## src/rtl/exec_sequencer_if.sv

```systemverilog
// Request/result handshake bundle between decode, the execute sequencer and
// memory/writeback. The sequencer sits on the slave side of both channels.
interface exec_sequencer_if #(
    parameter int DATA_W = 16
);
    logic              req_valid;
    logic              req_ready;
    logic [3:0]        req_op;
    logic [DATA_W-1:0] req_a;
    logic [DATA_W-1:0] req_b;
    logic              req_flag_en;

    logic              res_valid;
    logic              res_ready;
    logic [DATA_W-1:0] res_lo;
    logic [DATA_W-1:0] res_hi;

    modport master (
        output req_valid, req_op, req_a, req_b, req_flag_en, res_ready,
        input  req_ready, res_valid, res_lo, res_hi
    );

    modport slave (
        input  req_valid, req_op, req_a, req_b, req_flag_en, res_ready,
        output req_ready, res_valid, res_lo, res_hi
    );
endinterface

```

## src/rtl/exec_sequencer.sv

```systemverilog
// Execute-stage sequencer: takes one op at a time from decode, drives the
// neighbouring ALU for single-cycle ops or iterates it DATA_W times as a
// shift-add multiplier, owns the CCR and hands results to writeback.
//
// state | meaning
// IDLE  | ready for a new op from decode
// EXEC  | single ALU cycle, result and flags captured at the edge
// MUL   | one shift-add iteration per cycle, counter counts iterations
// DONE  | result valid, waiting for res_ready
module exec_sequencer #(
    parameter int DATA_W = 16,
    parameter int CNT_W  = 5
) (
    input  logic              clk,
    input  logic              rst,
    input  logic              flush,
    exec_sequencer_if.slave   bus,
    output logic [2:0]        alu_operation,
    output logic [DATA_W-1:0] alu_operand1,
    output logic [DATA_W-1:0] alu_operand2,
    input  logic [DATA_W-1:0] alu_result,
    input  logic [3:0]        alu_flags,
    output logic [3:0]        flags,
    output logic              busy
);

    typedef enum logic [1:0] {
        IDLE = 2'd0,
        EXEC = 2'd1,
        MUL  = 2'd2,
        DONE = 2'd3
    } state_t;

    state_t            state;
    state_t            state_nx;

    logic [2:0]        op_q;
    logic [DATA_W-1:0] a_q;      // operand A, also the multiplicand
    logic [DATA_W-1:0] b_q;      // operand B, reused as the low product half
    logic [DATA_W-1:0] hi_q;
    logic              flag_en_q;
    logic [CNT_W-1:0]  cnt_q;
    logic [DATA_W-1:0] res_lo_q;
    logic [DATA_W-1:0] res_hi_q;
    logic [3:0]        flags_q;

    logic              accept;
    logic              mul_last;
    logic [DATA_W-1:0] hi_nx;
    logic [DATA_W-1:0] lo_nx;

    assign accept   = (state == IDLE) && bus.req_valid && !flush;
    assign mul_last = (cnt_q == CNT_W'(DATA_W - 1));

    // The ALU carry becomes the top bit of the shifted partial product so a
    // full-width add never loses its carry-out.
    assign hi_nx = {alu_flags[2], alu_result[DATA_W-1:1]};
    assign lo_nx = {alu_result[0], b_q[DATA_W-1:1]};

    assign bus.req_ready = (state == IDLE);
    assign bus.res_valid = (state == DONE);
    assign bus.res_lo    = res_lo_q;
    assign bus.res_hi    = res_hi_q;
    assign flags         = flags_q;
    assign busy          = (state != IDLE);

    // Next-state selection and ALU drive; ALU inputs are parked at zero
    // outside EXEC/MUL.
    always_comb begin
        state_nx      = state;
        alu_operation = 3'b000;
        alu_operand1  = '0;
        alu_operand2  = '0;
        case (state)
            IDLE: begin
                if (accept) begin
                    state_nx = bus.req_op[3] ? MUL : EXEC;
                end
            end
            EXEC: begin
                alu_operation = op_q;
                alu_operand1  = a_q;
                alu_operand2  = b_q;
                state_nx      = DONE;
            end
            MUL: begin
                alu_operation = 3'b000;
                alu_operand1  = hi_q;
                alu_operand2  = b_q[0] ? a_q : '0;
                if (mul_last) begin
                    state_nx = DONE;
                end
            end
            DONE: begin
                if (bus.res_ready) begin
                    state_nx = IDLE;
                end
            end
            default: state_nx = IDLE;
        endcase
        if (flush && (state != IDLE)) begin
            state_nx = IDLE;
        end
    end

    // State, operand latch, multiplier datapath, result and CCR registers.
    // An aborted op leaves results and CCR untouched.
    always_ff @(posedge clk) begin
        if (rst) begin
            state     <= IDLE;
            op_q      <= '0;
            a_q       <= '0;
            b_q       <= '0;
            hi_q      <= '0;
            flag_en_q <= 1'b0;
            cnt_q     <= '0;
            res_lo_q  <= '0;
            res_hi_q  <= '0;
            flags_q   <= '0;
        end else begin
            state <= state_nx;
            case (state)
                IDLE: begin
                    if (accept) begin
                        op_q      <= bus.req_op[2:0];
                        a_q       <= bus.req_a;
                        b_q       <= bus.req_b;
                        flag_en_q <= bus.req_flag_en;
                        hi_q      <= '0;
                        cnt_q     <= '0;
                    end
                end
                EXEC: begin
                    if (!flush) begin
                        res_lo_q <= alu_result;
                        res_hi_q <= '0;
                        if (flag_en_q) begin
                            flags_q <= alu_flags;
                        end
                    end
                end
                MUL: begin
                    if (!flush) begin
                        hi_q  <= hi_nx;
                        b_q   <= lo_nx;
                        cnt_q <= cnt_q + CNT_W'(1);
                        if (mul_last) begin
                            res_hi_q <= hi_nx;
                            res_lo_q <= lo_nx;
                            if (flag_en_q) begin
                                flags_q <= {2'b00, hi_nx[DATA_W-1],
                                            ({hi_nx, lo_nx} == '0)};
                            end
                        end
                    end
                end
                default: ;
            endcase
        end
    end

endmodule

```

## src/flat_wrapper.sv

```systemverilog
// flat-port wrapper written by rule: the top's interface ports become plain ports
module exec_sequencer_flat 
#(
    parameter int DATA_W = 16,
    parameter int CNT_W  = 5
)
  (clk, rst, flush, alu_operation, alu_operand1, alu_operand2, alu_result, alu_flags, flags, busy, bus_req_valid, bus_req_op, bus_req_a, bus_req_b, bus_req_flag_en, bus_res_ready, bus_req_ready, bus_res_valid, bus_res_lo, bus_res_hi);
  exec_sequencer_if #(.DATA_W(DATA_W)) bus_i ();
  input  logic clk;
  input  logic rst;
  input  logic flush;
  output logic [2:0] alu_operation;
  output logic [DATA_W-1:0] alu_operand1;
  output logic [DATA_W-1:0] alu_operand2;
  input  logic [DATA_W-1:0] alu_result;
  input  logic [3:0] alu_flags;
  output logic [3:0] flags;
  output logic busy;
  input wire logic [$bits(bus_i.req_valid)-1:0] bus_req_valid;
  input wire logic [$bits(bus_i.req_op)-1:0] bus_req_op;
  input wire logic [$bits(bus_i.req_a)-1:0] bus_req_a;
  input wire logic [$bits(bus_i.req_b)-1:0] bus_req_b;
  input wire logic [$bits(bus_i.req_flag_en)-1:0] bus_req_flag_en;
  input wire logic [$bits(bus_i.res_ready)-1:0] bus_res_ready;
  output wire logic [$bits(bus_i.req_ready)-1:0] bus_req_ready;
  output wire logic [$bits(bus_i.res_valid)-1:0] bus_res_valid;
  output wire logic [$bits(bus_i.res_lo)-1:0] bus_res_lo;
  output wire logic [$bits(bus_i.res_hi)-1:0] bus_res_hi;
  assign bus_i.req_valid = bus_req_valid;
  assign bus_i.req_op = bus_req_op;
  assign bus_i.req_a = bus_req_a;
  assign bus_i.req_b = bus_req_b;
  assign bus_i.req_flag_en = bus_req_flag_en;
  assign bus_i.res_ready = bus_res_ready;
  assign bus_req_ready = bus_i.req_ready;
  assign bus_res_valid = bus_i.res_valid;
  assign bus_res_lo = bus_i.res_lo;
  assign bus_res_hi = bus_i.res_hi;
  exec_sequencer #(.DATA_W(DATA_W), .CNT_W(CNT_W)) u_core (.clk(clk), .rst(rst), .flush(flush), .bus(bus_i), .alu_operation(alu_operation), .alu_operand1(alu_operand1), .alu_operand2(alu_operand2), .alu_result(alu_result), .alu_flags(alu_flags), .flags(flags), .busy(busy));
endmodule
```

## config.mk

```make
export PLATFORM = sky130hd
export DESIGN_NAME = exec_sequencer_flat
export DESIGN_NICKNAME = d
export VERILOG_FILES = /design/src/rtl/exec_sequencer_if.sv /design/src/rtl/exec_sequencer.sv /design/src/flat_wrapper.sv
export SDC_FILE = /design/constraint.sdc
export NUM_CORES = 1
export LEC_CHECK = 0
export CAP_MARGIN = 20
export CORE_ASPECT_RATIO = 1.4
export CORE_MARGIN = 3
export CORE_UTILIZATION = 30
export DETAILED_ROUTE_END_ITERATION = 10
export DONT_BUFFER_PORTS = 1
export GPL_TIMING_DRIVEN = 0
export SYNTH_ARGS = -nofsm -noshare
export SYNTH_HDL_FRONTEND = slang
export SYNTH_SLANG_ARGS = --single-unit
```

## constraint.sdc

```tcl
create_clock -name clk -period 1.98 [get_ports clk]
set_clock_uncertainty 0.15 [all_clocks]
set_input_delay 0.396 -clock clk [delete_from_list [all_inputs] [get_ports clk]]
set_output_delay 0.396 -clock clk [all_outputs]
set_load 0.05 [all_outputs]
```

==> flow_metrics.env, run 1 <==
export IMPL_avgRoutedWirePerCell_um=24.08
export IMPL_synth_area_mm2=0.004323
export IMPL_min_path_type="input pin to register"
export IMPL_syn_nets=592
export IMPL_syn2layout_area_growth_pct=52.53
export IMPL_tns_ps=-22760
export IMPL_synthTopCellsByCount="dfxtp_1, nand2_1, a21oi_1"
export IMPL_avgSynthCellArea_um2=8.250
export IMPL_cts_tree="yes"
export IMPL_pre_cts_ws_ps=-356.8
export IMPL_place_port_buffers=0
export IMPL_drcViolationCount=0
export IMPL_p_leak_uw=0.002104
export IMPL_max_slew_margin_pct=55.39
export IMPL_yosys_warnings=0
export IMPL_drive_gt1_share_pct=41.96
export IMPL_fp_dieArea_mm2=0.01591
export IMPL_synthCells=524
export IMPL_antenna_left=0
export IMPL_htreeDepth=3
export IMPL_ios=136
export IMPL_drt_total_wl_mm=18.69
export IMPL_synth_most_common_cell="dfxtp_1"
export IMPL_core_mm2=0.01404
export IMPL_synth_edf_count=0
export IMPL_die_h_um=148.0
export IMPL_nFillCells=1268
export IMPL_synth_cell_types=36
export IMPL_end_kind="primary output"
export IMPL_insertion_delay_ps=360
export IMPL_cts_inserted_buffers=9
export IMPL_sw_frac_of_total_pct=38.82
export IMPL_hpwl_mm=12.52
export IMPL_timing_final_crit_share_pct=118.9
export IMPL_path_clk_slew_ps=70
export IMPL_utilization_pct=46.97
export IMPL_synth_area_leaders="dfxtp_1, a21oi_1, nand2_1, a22oi_1, mux2i_1"
export IMPL_ys_seq_area_share_pct=43.99
export IMPL_r2r_cells=12
export IMPL_die_x_um=107.5
export IMPL_cp_max_fo=7
export IMPL_share_clk_of_total_power_pct=20.3
export IMPL_fin_crit_ps=2354
export IMPL_clkSinkCount=95
export IMPL_slew_violations=0
export IMPL_antenna_found_initial=0
export IMPL_multi_input_area_mm2=0.003009
export IMPL_ys_seq_elements=95
export IMPL_via_count=4534
export IMPL_cp_start_kind="register"
export IMPL_final_hold_viol_count=0
export IMPL_status="finished, violations left"
export IMPL_holdWs_ps=24.84
export IMPL_final_cells=776
export IMPL_rsz0062_at_grt="true"
export IMPL_gp_congestion=0.9300
export IMPL_layout_setup_ws_ps=-374.1
export IMPL_drt_initial_drc_count=468
export IMPL_grt_pass1_vias=4421
export IMPL_firstDrtPassIters=6
export IMPL_yosys_area_top_type="dfxtp_1"
export IMPL_synth_ff_type="dfxtp_1"
export IMPL_grt_overflow_total=0
export IMPL_cts_path_max_buffers=2
export IMPL_worstPathArrival_ps=1810
export IMPL_pwr_share_seq_pct=28.9
export IMPL_yosys_area_top_type_share_pct=43.99
export IMPL_cp_required_ps=1430
export IMPL_via_per_inst=5.843
export IMPL_power_density_mw_per_mm2=1366
export IMPL_place_inst=709
export IMPL_critPathKind="register to primary output"
export IMPL_num_rows=51
export IMPL_switchingPower_uw=3497
export IMPL_grt_pass1_wl_mm=26.64
export IMPL_final_setup_viol_count=95
export IMPL_ff_latch_area_mm2=0.001912
export IMPL_ctsRootBufferMaster="clkbuf_16"
export IMPL_grt_start_max_net_pins=17
export IMPL_maxCapViolCount=0
export IMPL_initial_core_util_pct=30.79
export IMPL_p_comb_share_pct=50.8
export IMPL_fmax_mhz=424.8
export IMPL_violations="setup timing"
export IMPL_p_int_uw=5511
export IMPL_final_nets=654
export IMPL_track_usage_pct=22.20
export IMPL_worst_pin_slew_ps=669.1
export IMPL_peakVddDrop_uv=848.1
export IMPL_hold_path_depth=2
export IMPL_synthArstFlopShare_pct=0
export IMPL_n_antenna_cell=0
worst paths after layout:
path / startpoint / end / slack, ps
worst max-delay path: u_core.state[0] / alu_operand2[14] / -370
worst min-delay path: bus_req_op[0] / u_core.op_q[0] / 20
worst max register to register: u_core.state[0] / u_core.b_q[15] / -340
worst min register to register: u_core.cnt_q[4] / u_core.cnt_q[4] / 310
state kept, by name (all words and copies together), names as in the netlist:
name               flops
u_core.bus.res_lo     16
u_core.op_q            3
u_core.b_q            16
u_core.state           2
u_core.flags           4
u_core.flag_en_q       1
u_core.a_q            16
u_core.bus.res_hi     16
u_core.cnt_q           5
u_core.hi_q           16
per-layer routing:
| layer | vias up | track usage (%) | routed length [um] | share of wire (%) |
|---|---|---|---|---|
| li1 | 1996 | - | - | - |
| met1 | 2161 | 23.97 | 6362 | 34 |
| met2 | 278 | 37.50 | 9287 | 50 |
| met3 | 99 | 6.291 | 1530 | 8.2 |
| met4 | 0 | 14.53 | 1504 | 8.0 |
| met5 | - | 0 | 0 | 0 |
final cells by class:
cell class | count | share of cell area [%]
Buffer | 45 | 7.173
Sequential cell | 95 | 28.99
Clock buffer | 10 | 3.624
Multi-Input combinational cell | 374 | 45.64
Timing Repair Buffer | 53 | 9.431
Clock inverter | 6 | 1.044
Inverter | 8 | 0.5882
Tap cell | 185 | 3.510
cell usage in the layout, fill, tap and decap left out, drive strengths merged:
| cell | instances |
|---|---|
| nor2b | 31 |
| or2 | 2 |
| a211oi | 19 |
| dfxtp | 95 |
| nand3b | 1 |
| a311oi | 1 |
| inv | 8 |
| a21o | 1 |
| nand2 | 78 |
| nor2 | 41 |
| nand3 | 37 |
| nor3 | 5 |
| a222oi | 16 |
| clkbuf | 39 |
| buf | 69 |
| clkinv | 3 |
| ha | 6 |
| nor3b | 1 |
| xnor2 | 2 |
| a21oi | 60 |
| nand4 | 3 |
| and2 | 4 |
| or3 | 2 |
| o21ai | 2 |
| nor4 | 6 |
| a31oi | 1 |
| bufinv | 1 |
| mux2i | 22 |
| nor4b | 1 |
| clkinvlp | 2 |
| and3 | 1 |
| a22oi | 31 |
metrics by stage:
step	power [uW]	cell area, um^2
2_1_floorplan	4606	4618
3_3_place_gp	5107	4850
3_5_place_dp	5172	4850
4_1_cts	8402	6116
5_1_grt	9296	6594
6_report	9008	6594
power by group through the flow:
| stage | sequential [uW] | clock [uW] | combinational (uW) |
|---|---|---|---|
| 2_1_floorplan | 2490 | 0 | 2110 |
| 3_3_place_gp | 2580 | 0 | 2520 |
| 3_5_place_dp | 2590 | 0 | 2580 |
| 4_1_cts | 2580 | 1830 | 4000 |
| 5_1_grt | 2610 | 1910 | 4770 |
| 6_report | 2600 | 1830 | 4580 |
critical path: stages, from the launching register on:
cell and delay, ps:
dfxtp_4 360, inv_4 60, ha_4 130, buf_6 120, and2_4 210, buf_6 150, a22oi_2 70, nor2b_4 340
cell families after synthesis:
kind of cell / after synthesis / synth area share [%]
muxes: 22 / 5.181
AOI/OAI and AO/OA: 131 / 20.09
xor gates and xnor gates: 2 / 0.4053
buffers and inverters: 55 / 5.586
adders and majority gates: 6 / 1.737
and+or+nand+nor: 213 / 23.01
DFF: 95 / 43.99
what timing repair did:
item                       4_1_cts  5_1_grt
resized for setup              160       99
setup endpoints to repair      131      131
hold buffers                     0        0
pin swaps                       37       43
buffers inserted                31       14
cloned                          11        3
hold endpoints to repair         0        0
(Power assumes the default switching activity.)
==> run 2, diff against run 1 <==
Settings changed: TNS_END_PERCENT set to 20.
==> flow_metrics.env, run 2 (same netlist as run 1, synthesis figures left out) <==
export IMPL_status="finished, violations left"
export IMPL_violations="setup timing"
export IMPL_peakVddDrop_uv=806.8
export IMPL_fin_crit_ps=2326
export IMPL_grt_start_max_net_pins=17
export IMPL_rrSetupSlack_ps=-280
export IMPL_via_count=4321
export IMPL_tns_ps=-15730
export IMPL_min_path_type="input pin to register"
export IMPL_drcViolationCount=0
export IMPL_via_per_inst=5.761
export IMPL_initial_core_util_pct=30.79
export IMPL_final_hold_viol_count=0
export IMPL_die_h_um=148.0
export IMPL_critPathKind="register to primary output"
export IMPL_gp_congestion=0.9012
export IMPL_antenna_left=0
export IMPL_worstReg2RegEnd="u_core.b_q[14]"
export IMPL_cts_tree="yes"
export IMPL_hpwl_mm=12.61
export IMPL_insertion_delay_ps=350
export IMPL_rsz0062_at_grt="true"
export IMPL_nFillCells=1348
export IMPL_p_leak_uw=0.001859
export IMPL_worst_pin_slew_ps=619.7
export IMPL_num_rows=51
export IMPL_grt_overflow_total=0
export IMPL_ff_latch_area_mm2=0.001912
export IMPL_max_slew_margin_pct=58.69
export IMPL_final_setup_viol_count=76
export IMPL_critPathLaunch="u_core.state[0]"
export IMPL_cp_start_kind="register"
export IMPL_slew_violations=0
export IMPL_r2r_cells=11
export IMPL_core_mm2=0.01404
export IMPL_cp_max_fo=10
export IMPL_cts_path_max_buffers=2
export IMPL_die_x_um=107.5
export IMPL_end_kind="primary output"
export IMPL_worstPathArrival_ps=1780
export IMPL_pre_cts_ws_ps=-378.7
export IMPL_firstDrtPassIters=5
export IMPL_antenna_found_initial=0
export IMPL_final_nets=628
export IMPL_cts_inserted_buffers=9
export IMPL_maxCapViolCount=0
export IMPL_utilization_pct=42.37
export IMPL_regToRegStartpoint="u_core.state[0]"
export IMPL_crit_path_end="alu_operand2[0]"
export IMPL_hold_buffers=0
export IMPL_timing_final_crit_share_pct=117.5
export IMPL_syn2layout_area_growth_pct=37.60
export IMPL_final_cell_mix="dfxtp_1, nand2_1, a21oi_1"
export IMPL_drt_initial_drc_count=402
export IMPL_layout_setup_ws_ps=-346.0
export IMPL_ctsRootBufferMaster="clkbuf_16"
export IMPL_final_common_cell="dfxtp_1"
export IMPL_avgRoutedWirePerCell_um=22.66
export IMPL_clkSinkCount=95
export IMPL_path_clk_slew_ps=70
export IMPL_ios=136
export IMPL_track_usage_pct=20.60
export IMPL_drive_gt1_share_pct=30.62
export IMPL_grt_pass1_vias=4167
export IMPL_fp_dieArea_mm2=0.01591
export IMPL_place_port_buffers=0
export IMPL_power_density_mw_per_mm2=1391
export IMPL_htreeDepth=3
export IMPL_n_antenna_cell=0
export IMPL_drt_total_wl_mm=16.99
export IMPL_multi_input_area_mm2=0.002729
export IMPL_grt_pass1_wl_mm=24.85
export IMPL_cp_required_ps=1430
export IMPL_fmax_mhz=429.9
-- run 2: cell type report --
class                      instances  share of cell area (%)
buffer                            45                   7.446
clock buffer                      11                   4.249
clock inverter                     5                   1.073
inverter                           8                  0.6521
multi-input combinational        374                   45.88
sequential                        95                   32.14
tap                              185                   3.891
timing repair buffer              27                   4.670
-- run 2: power by group --
group	total (uW)	leakage [uW]	internal (uW)	switching, uW
sequential	2590	0.000772	2110	478
combinational	3860	0.000934	1960	1900
clock	1820	0.000153	1060	762
total	8270	0.00186	5130	3140
-- run 2: repair_timing --
action                     in CTS  in global routing
pin swaps                      13                 26
gates cloned                    5                  2
setup endpoints to repair     131                131
resized for setup             107                 49
setup buffers                  11                  9
-- run 2: worst min-delay path by stage --
stage / from / end / slack, ps / depth (start not counted)
final: bus_req_op[1] / u_core.op_q[1] / 30 / 2
after global routing: bus_req_a[2] / u_core.a_q[2] / 30 / 2
after CTS: bus_req_op[1] / u_core.op_q[1] / 20 / 2
after detailed placement: u_core.op_q[1] / u_core.op_q[1] / 290 / 2
after global placement: u_core.op_q[1] / u_core.op_q[1] / 290 / 2
after floorplan: u_core.op_q[0] / u_core.op_q[0] / 280 / 2
-- run 2: routing by layer --
metal	share of wire [%]	vias up	track usage, %
li1	-	1942	-
met1	35	2066	22.16
met2	50	245	35.59
met3	8.8	68	5.636
met4	6.2	0	12.38
met5	0	-	0
-- run 2: critical path, cell delays in order, from the launching register on --
cell	delay, ps
dfxtp_4	350
inv_4	60
ha_4	130
buf_8	110
buf_4	150
buf_8	160
a21oi_1	120
nor2_4	340
-- run 2: per-stage QoR --
step	hold slack, ps	total power, uW	cell area [um^2]	cells
2_1_floorplan	281.7	4556	4592	524
3_3_place_gp	288.0	5090	4823	709
3_5_place_dp	294.6	5153	4823	709
4_1_cts	21.12	7875	5713	740
5_1_grt	31.96	8599	5948	750
6_report	29.60	8273	5948	750
==> run 3, diff against run 2 <==
Settings changed: ABC_AREA set to 0.
==> results of run 3 <==
No change in the layout: final DEF, timing and power equal those of run 2.
